[src/rtl/dsp_includes.vh]
// Shared DSP slave status encodings and the status field position in the
// slave status register.
`ifndef DSP_INCLUDES_VH
`define DSP_INCLUDES_VH

`define B_DSP_STATUS_NONE    3'd0
`define B_DSP_STATUS_OK      3'd1
`define B_DSP_STATUS_BAD_EQ  3'd2
`define B_DSP_STATUS_TIMEOUT 3'd3
`define B_DSP_STATUS_ENG_ERR 3'd4
`define B_DSP_STATUS_ABORT   3'd5

`define F_DSP_SLAVE_STATUS   2:0

`endif

[src/rtl/dsp_equation_dispatch_pkg.sv]
// Types and constants shared by the equation dispatcher and its watchdog.
// Status values match the B_DSP_STATUS_* encodings in dsp_includes.vh.
package dsp_equation_dispatch_pkg;

   typedef enum logic [1:0] {
      ST_IDLE   = 2'd0,
      ST_RUN    = 2'd1,
      ST_FINISH = 2'd2
   } state_t;

   localparam logic [2:0] STAT_NONE    = 3'd0;
   localparam logic [2:0] STAT_OK      = 3'd1;
   localparam logic [2:0] STAT_BAD_EQ  = 3'd2;
   localparam logic [2:0] STAT_TIMEOUT = 3'd3;
   localparam logic [2:0] STAT_ENG_ERR = 3'd4;
   localparam logic [2:0] STAT_ABORT   = 3'd5;

   localparam int FNW = 8;

endpackage

[src/rtl/dsp_dispatch_watchdog.sv]
// Saturating run-length counter; expired flags the cycle in which the run
// reaches its limit-th cycle. A zero limit never expires.
module dsp_dispatch_watchdog #(
   parameter int TW = 16
) (
   input  logic          clk,
   input  logic          rst_n,
   input  logic          clear,
   input  logic          enable,
   input  logic [TW-1:0] limit,
   output logic          expired
);

   logic [TW-1:0] cnt;

   always_ff @(posedge clk or negedge rst_n) begin
      if (!rst_n) begin
         cnt <= '0;
      end else if (clear) begin
         cnt <= '0;
      end else if (enable && (cnt != {TW{1'b1}})) begin
         cnt <= cnt + TW'(1);
      end
   end

   // cnt holds the number of RUN cycles already completed
   assign expired = enable && (limit != '0) && (cnt == limit - TW'(1));

endmodule

[src/rtl/dsp_equation_dispatch.sv]
// Dispatcher between the DSP slave registers and NUM_EQ equation engines:
// one-hot engine enable, locked selection, file-port routing and status.
module dsp_equation_dispatch
   import dsp_equation_dispatch_pkg::*;
#(
   parameter int NUM_EQ = 4,
   parameter int EQW    = 8,
   parameter int DW     = 32,
   parameter int TW     = 16
) (
   input  logic                  wb_clk,
   input  logic                  wb_rst_n,
   input  logic                  start,
   input  logic [EQW-1:0]        eq_num,
   input  logic [TW-1:0]         timeout_limit,
   input  logic                  abort,
   output logic [NUM_EQ-1:0]     eng_enable,
   input  logic [NUM_EQ-1:0]     eng_done,
   input  logic [NUM_EQ-1:0]     eng_error,
   input  logic [NUM_EQ*8-1:0]   eng_file_num,
   input  logic [NUM_EQ-1:0]     eng_file_write,
   input  logic [NUM_EQ-1:0]     eng_file_read,
   input  logic [NUM_EQ*DW-1:0]  eng_file_write_data,
   output logic [7:0]            file_num,
   output logic                  file_write,
   output logic                  file_read,
   output logic [DW-1:0]         file_write_data,
   output logic                  busy,
   output logic                  done,
   output logic                  interrupt,
   output logic [2:0]            status,
   output logic [EQW-1:0]        active_eq
);

   state_t          state, state_nxt;
   logic [2:0]      status_nxt;
   logic [TW-1:0]   limit;
   logic            accept;
   logic            eq_ok;
   logic            sel_done;
   logic            sel_err;
   logic            wd_expired;

   assign accept = (state == ST_IDLE) && start;
   assign eq_ok  = (32'(eq_num) < NUM_EQ);

   // Selection is only honoured in RUN, so enables and file outputs fall to
   // zero as soon as the state register leaves RUN (including on reset).
   always_comb begin
      eng_enable      = '0;
      sel_done        = 1'b0;
      sel_err         = 1'b0;
      file_num        = '0;
      file_write      = 1'b0;
      file_read       = 1'b0;
      file_write_data = '0;
      if (state == ST_RUN) begin
         for (int i = 0; i < NUM_EQ; i++) begin
            if (active_eq == EQW'(i)) begin
               eng_enable[i]   = 1'b1;
               sel_done        = eng_done[i];
               sel_err         = eng_error[i];
               file_num        = eng_file_num[FNW*i +: FNW];
               file_write      = eng_file_write[i];
               file_read       = eng_file_read[i];
               file_write_data = eng_file_write_data[DW*i +: DW];
            end
         end
      end
   end

   always_comb begin
      state_nxt  = state;
      status_nxt = status;
      case (state)
         ST_IDLE: begin
            if (start) begin
               if (eq_ok) begin
                  state_nxt  = ST_RUN;
                  status_nxt = STAT_NONE;
               end else begin
                  state_nxt  = ST_FINISH;
                  status_nxt = STAT_BAD_EQ;
               end
            end
         end
         ST_RUN: begin
            if (abort) begin
               state_nxt  = ST_FINISH;
               status_nxt = STAT_ABORT;
            end else if (sel_err) begin
               state_nxt  = ST_FINISH;
               status_nxt = STAT_ENG_ERR;
            end else if (sel_done) begin
               state_nxt  = ST_FINISH;
               status_nxt = STAT_OK;
            end else if (wd_expired) begin
               state_nxt  = ST_FINISH;
               status_nxt = STAT_TIMEOUT;
            end
         end
         ST_FINISH: state_nxt = ST_IDLE;
         default:   state_nxt = ST_IDLE;
      endcase
   end

   always_ff @(posedge wb_clk or negedge wb_rst_n) begin
      if (!wb_rst_n) begin
         state     <= ST_IDLE;
         status    <= STAT_NONE;
         active_eq <= '0;
         limit     <= '0;
      end else begin
         state  <= state_nxt;
         status <= status_nxt;
         if (accept) begin
            active_eq <= eq_num;
            if (eq_ok) limit <= timeout_limit;
         end
      end
   end

   dsp_dispatch_watchdog #(.TW(TW)) u_watchdog (
      .clk     (wb_clk),
      .rst_n   (wb_rst_n),
      .clear   (accept),
      .enable  (state == ST_RUN),
      .limit   (limit),
      .expired (wd_expired)
   );

   assign busy      = (state == ST_RUN);
   assign done      = (state == ST_FINISH);
   assign interrupt = (state == ST_FINISH);

endmodule

[config.mk]
export PLATFORM = sky130hd
export DESIGN_NAME = dsp_equation_dispatch
export DESIGN_NICKNAME = d
export VERILOG_FILES = /design/src/rtl/dsp_includes.vh /design/src/rtl/dsp_equation_dispatch_pkg.sv /design/src/rtl/dsp_dispatch_watchdog.sv /design/src/rtl/dsp_equation_dispatch.sv
export SDC_FILE = /design/constraint.sdc
export NUM_CORES = 1
export LEC_CHECK = 0
export CAP_MARGIN = 20
export CORE_MARGIN = 8
export CORE_UTILIZATION = 25
export CTS_BUF_LIST = sky130_fd_sc_hd__clkbuf_8
export DETAILED_ROUTE_END_ITERATION = 16
export MAX_ROUTING_LAYER = met4
export PLACE_DENSITY_LB_ADDON = 0.08
export SLEW_MARGIN = 30
export SYNTH_ARGS = -nofsm -noshare
export SYNTH_HDL_FRONTEND = slang
export SYNTH_HIERARCHICAL = 1
export SYNTH_SLANG_ARGS = --single-unit
[constraint.sdc]
create_clock -name wb_clk -period 6.11 [get_ports wb_clk]
set_clock_uncertainty 0.05 [all_clocks]
set_input_delay 1.222 -clock wb_clk [delete_from_list [all_inputs] [get_ports wb_clk]]
set_output_delay 1.222 -clock wb_clk [all_outputs]
set_load 0.05 [all_outputs]
==> qor_table.md <==
| Quantity | This run | Unit |
|---|---|---|
| Run status | finished clean | - |
| Clock transition at the registers of the reported paths | 0.09 | ns |
| Via count of the first global-routing pass | 4322 | - |
| Mapped cell area | 0.00399 | mm^2 |
| Max-slew violation total from the final report | 0 | - |
| Starting density of the core | 0.254 | - |
| Number of placement rows | 46 | - |
| Final critical path time including I/O delays and setup | 4.49 | ns |
| Pwr Total | 1.12 | mW |
| Slew at the pin with the worst max-slew slack | 0.865 | ns |
| Largest net degree at the start of global routing | 46 | - |
| Critical register-to-register path startpoint | limit[0] | - |
| Chip Width | 142 | um |
| Total of warnings raised by yosys | 6 | - |
| Net count after synthesis | 602 | - |
| Detailed-route via count | 4184 | - |
| Initial drt markers | 139 | - |
| Setup violation total in the final timing report | 0 | - |
| Std-Cell Core Area | 0.0157 | mm^2 |
| Skew-Pair Late Insertion Delay | 0.30 | ns |
| Non-Filler Cell Area, Final | 0.00692 | mm^2 |
| Total number of nets in the final design | 850 | - |
| Number of distinct library cells after synthesis | 50 | - |
| HP Class | reg2reg | - |
| Main synth FF type | dfrtp_1 | - |
| Avg Cell Area, Syn | 10.1 | um^2 |
| Synth Instances | 395 | - |
| Clock Root Buffer | clkbuf_8 | - |
| Height of the die | 142 | um |
| Leak | 2.61 | nW |
| Portion of the post-synthesis area used by sequential elements | 0.282 | - |
| Number of hold violations in the final report | 0 | - |
| Setup repair after global routing missed its margin | false | - |
| Cts hold-fix bufs | 0 | - |
| Share of the cycle needed by the critical path after routing | 0.735 | - |
| Maximum frequency from static timing analysis | 0.223 | GHz |
| Aggregate global routing overflow | 0 | - |
| Capturing element type of the critical path | output pin | - |
| ANT nets after route | 0 | - |
| Count of pins on the block boundary | 264 | - |
| All-layer global routing usage | 0.182 | - |
| Setup bufs post-CTS | 0 | - |
| Share of flip-flops with an asynchronous set or reset | 1.00 | - |
| Data required time at the worst endpoint | 4.84 | ns |
| Clock tree from TritonCTS | built | - |
| Total of max-cap violations | 0 | - |
| Startpoint of the worst setup timing path | active_eq[5] | - |
| CTS buffer count | 5 | - |
| Antenna violations before repair | 0 | - |
| Global-route wire length before repair | 27500 | um |
| RD Place Congestion | 0.966 | - |
| PortBufs | 263 | - |
| Clock Sink Count | 45 | - |
| Post-cts resize count | 0 | - |
| Total Negative Setup Slacks | 0 | ns |
| #FFs+latches synth | 45 | - |
| Total routed wirelength | 18800 | um |
| Startpoint of the most critical hold path | status[1] | - |
| Crit Path Category | reg2out | - |
| Layout area overhead | 73.6 | % |
| Full die area | 0.0202 | mm^2 |
| Number of levels in the clock H-tree | 2 | - |
| Remaining routing DRC violations | 0 | - |
| Mean routed wirelength per cell | 21.8 | um |
| Post-DP Area | 0.00680 | mm^2 |
| Hold slack final | 0.480 | ns |
| HPWL after DPL | 15600 | um |
| Crit start category | flop | - |
| Number of enable flip-flop cells after synthesis | 0 | - |
| Maximum clock path buffer count | 2 | - |
| Mean number of vias per cell | 4.86 | - |
| Worst-path fanout max | 26 | - |
| Fraction of final layout cells with drive strength greater than 1 | 0.155 | - |
| Pwr per Cell Area | 161 | mW/mm^2 |
| CP Data Arrival Time | 3.22 | ns |
| Detailed-router iteration count before antenna repair | 4 | - |
| Worst relative slew slack | 0.421 | - |
| Worst supply voltage drop on vdd | 0.120 | mV |
[registers in the layout, indices dropped and copies added (netlist names)]
register and flops:
active_eq 8, limit 16, state 2, status 3, u_watchdog/cnt 16
[critical path: stages, from the launching register on]
cell             delay, ns
dfrtp_1               0.43
nor4_4                0.49
nand3_2               0.49
buf_4                 0.42
nor2b_1               0.21
clkdlybuf4s50_1       0.85
[through the flow]
| step | setup slack (ns) | instances | util |
|---|---|---|---|
| after floorplan | 2.13 | 395 | - |
| after global placement | 1.75 | 852 | 0.433 |
| after detailed placement | 1.76 | 852 | 0.433 |
| after CTS | 1.56 | 860 | 0.440 |
| after global routing | 1.39 | 860 | 0.440 |
| final | 1.62 | 861 | 0.441 |
[worst paths after layout]
check / endpoint / slack, ns / cells after the start
worst max-delay path: file_write_data[23] / 1.62 / 5
worst max register to register: status[0] / 3.00 / 11
worst min-delay path: status[1] / 0.48 / 2
worst min register to register: status[1] / 0.48 / 2
max in group asynchronous: active_eq[1] / 4.70 / 1
min in group asynchronous: u_watchdog/cnt[1] / 0.87 / 1
[logic make-up after synthesis]
kind of cell               count (synthesis)  synth area share
buffers and inverters                     33            0.0380
and+or+nand+nor                          166             0.238
AOI/OAI and AO/OA                         41            0.0716
xor gates and xnor gates                  36            0.0791
adders and majority gates                  3           0.00942
DFF                                       45             0.282
muxes                                     71             0.282
[cell usage in the layout (no fill, tap or decap), types with 2 or more instances in the layout]
cell             instances
a21oi_1                  4
a31oi_1                  3
and3_1                   6
and4_1                   2
buf_4                    5
clkbuf_8                 6
clkdlybuf4s50_1        262
dfrtp_1                 43
dfrtp_2                  2
ha_1                     3
inv_1                    7
mux2_2                  39
mux2i_1                  2
mux4_2                  29
nand2_1                 18
nand2b_1                 3
nand3_1                 13
nand4_1                  6
nor2_1                  47
nor2b_1                 30
nor3_1                  22
nor3b_1                  2
nor3b_2                  2
nor4_1                   2
nor4_4                   3
nor4b_2                  2
o211ai_1                 2
o21a_1                   2
o21ai_0                  2
o221ai_1                 2
o22ai_1                 18
xnor2_1                 18
xor2_1                  18
[area by class of cell]
type	count	area, um^2
Multi-Input combinational cell	317	2710
Sequential cell	45	1130
Clock buffer	6	82.6
Clock inverter	2	37.5
Timing Repair Buffer	267	2660
Inverter	7	26.3
Antenna cell	1	2.50
Fill cell	1540	8790
Tap cell	216	270
[cells in the mapped netlist, types with 3 or more instances]
| master | n | share of area |
|---|---|---|
| xor2_1 | 18 | 0.040 |
| a21oi_1 | 4 | 0.0050 |
| nor2_1 | 47 | 0.044 |
| nand4_1 | 6 | 0.0094 |
| nand3_1 | 13 | 0.016 |
| nand2b_1 | 3 | 0.0047 |
| mux2_2 | 39 | 0.11 |
| ha_1 | 3 | 0.0094 |
| buf_2 | 7 | 0.0088 |
| nor3b_1 | 3 | 0.0056 |
| nor3_1 | 22 | 0.028 |
| mux4_2 | 29 | 0.16 |
| dfrtp_1 | 45 | 0.28 |
| o22ai_1 | 18 | 0.028 |
| and3_1 | 6 | 0.0094 |
| buf_1 | 4 | 0.0038 |
| clkbuf_1 | 10 | 0.0094 |
| nor2b_1 | 30 | 0.047 |
| buf_4 | 5 | 0.0094 |
| a31oi_1 | 3 | 0.0047 |
| nand2_1 | 18 | 0.017 |
| xnor2_1 | 18 | 0.040 |
| inv_1 | 7 | 0.0066 |
| nor4_4 | 3 | 0.016 |
[layer usage]
metal,GRT usage,wire length (um),up-vias
met3,0.0513,1710,22
met5,-,0,-
met2,0.312,9300,178
met1,0.205,7300,2028
li1,-,-,1956
met4,0.0486,448,0
[power breakdown]
group | switching (mW) | leakage [nW] | internal, mW | total, mW
Sequential | 0.0444 | 0.595 | 0.319 | 0.364
Clock | 0.103 | 0.0574 | 0.133 | 0.236
Combinational | 0.213 | 1.96 | 0.306 | 0.518
Total | 0.360 | 2.61 | 0.758 | 1.12
Note: power is estimated with default switching activity, not from simulation.
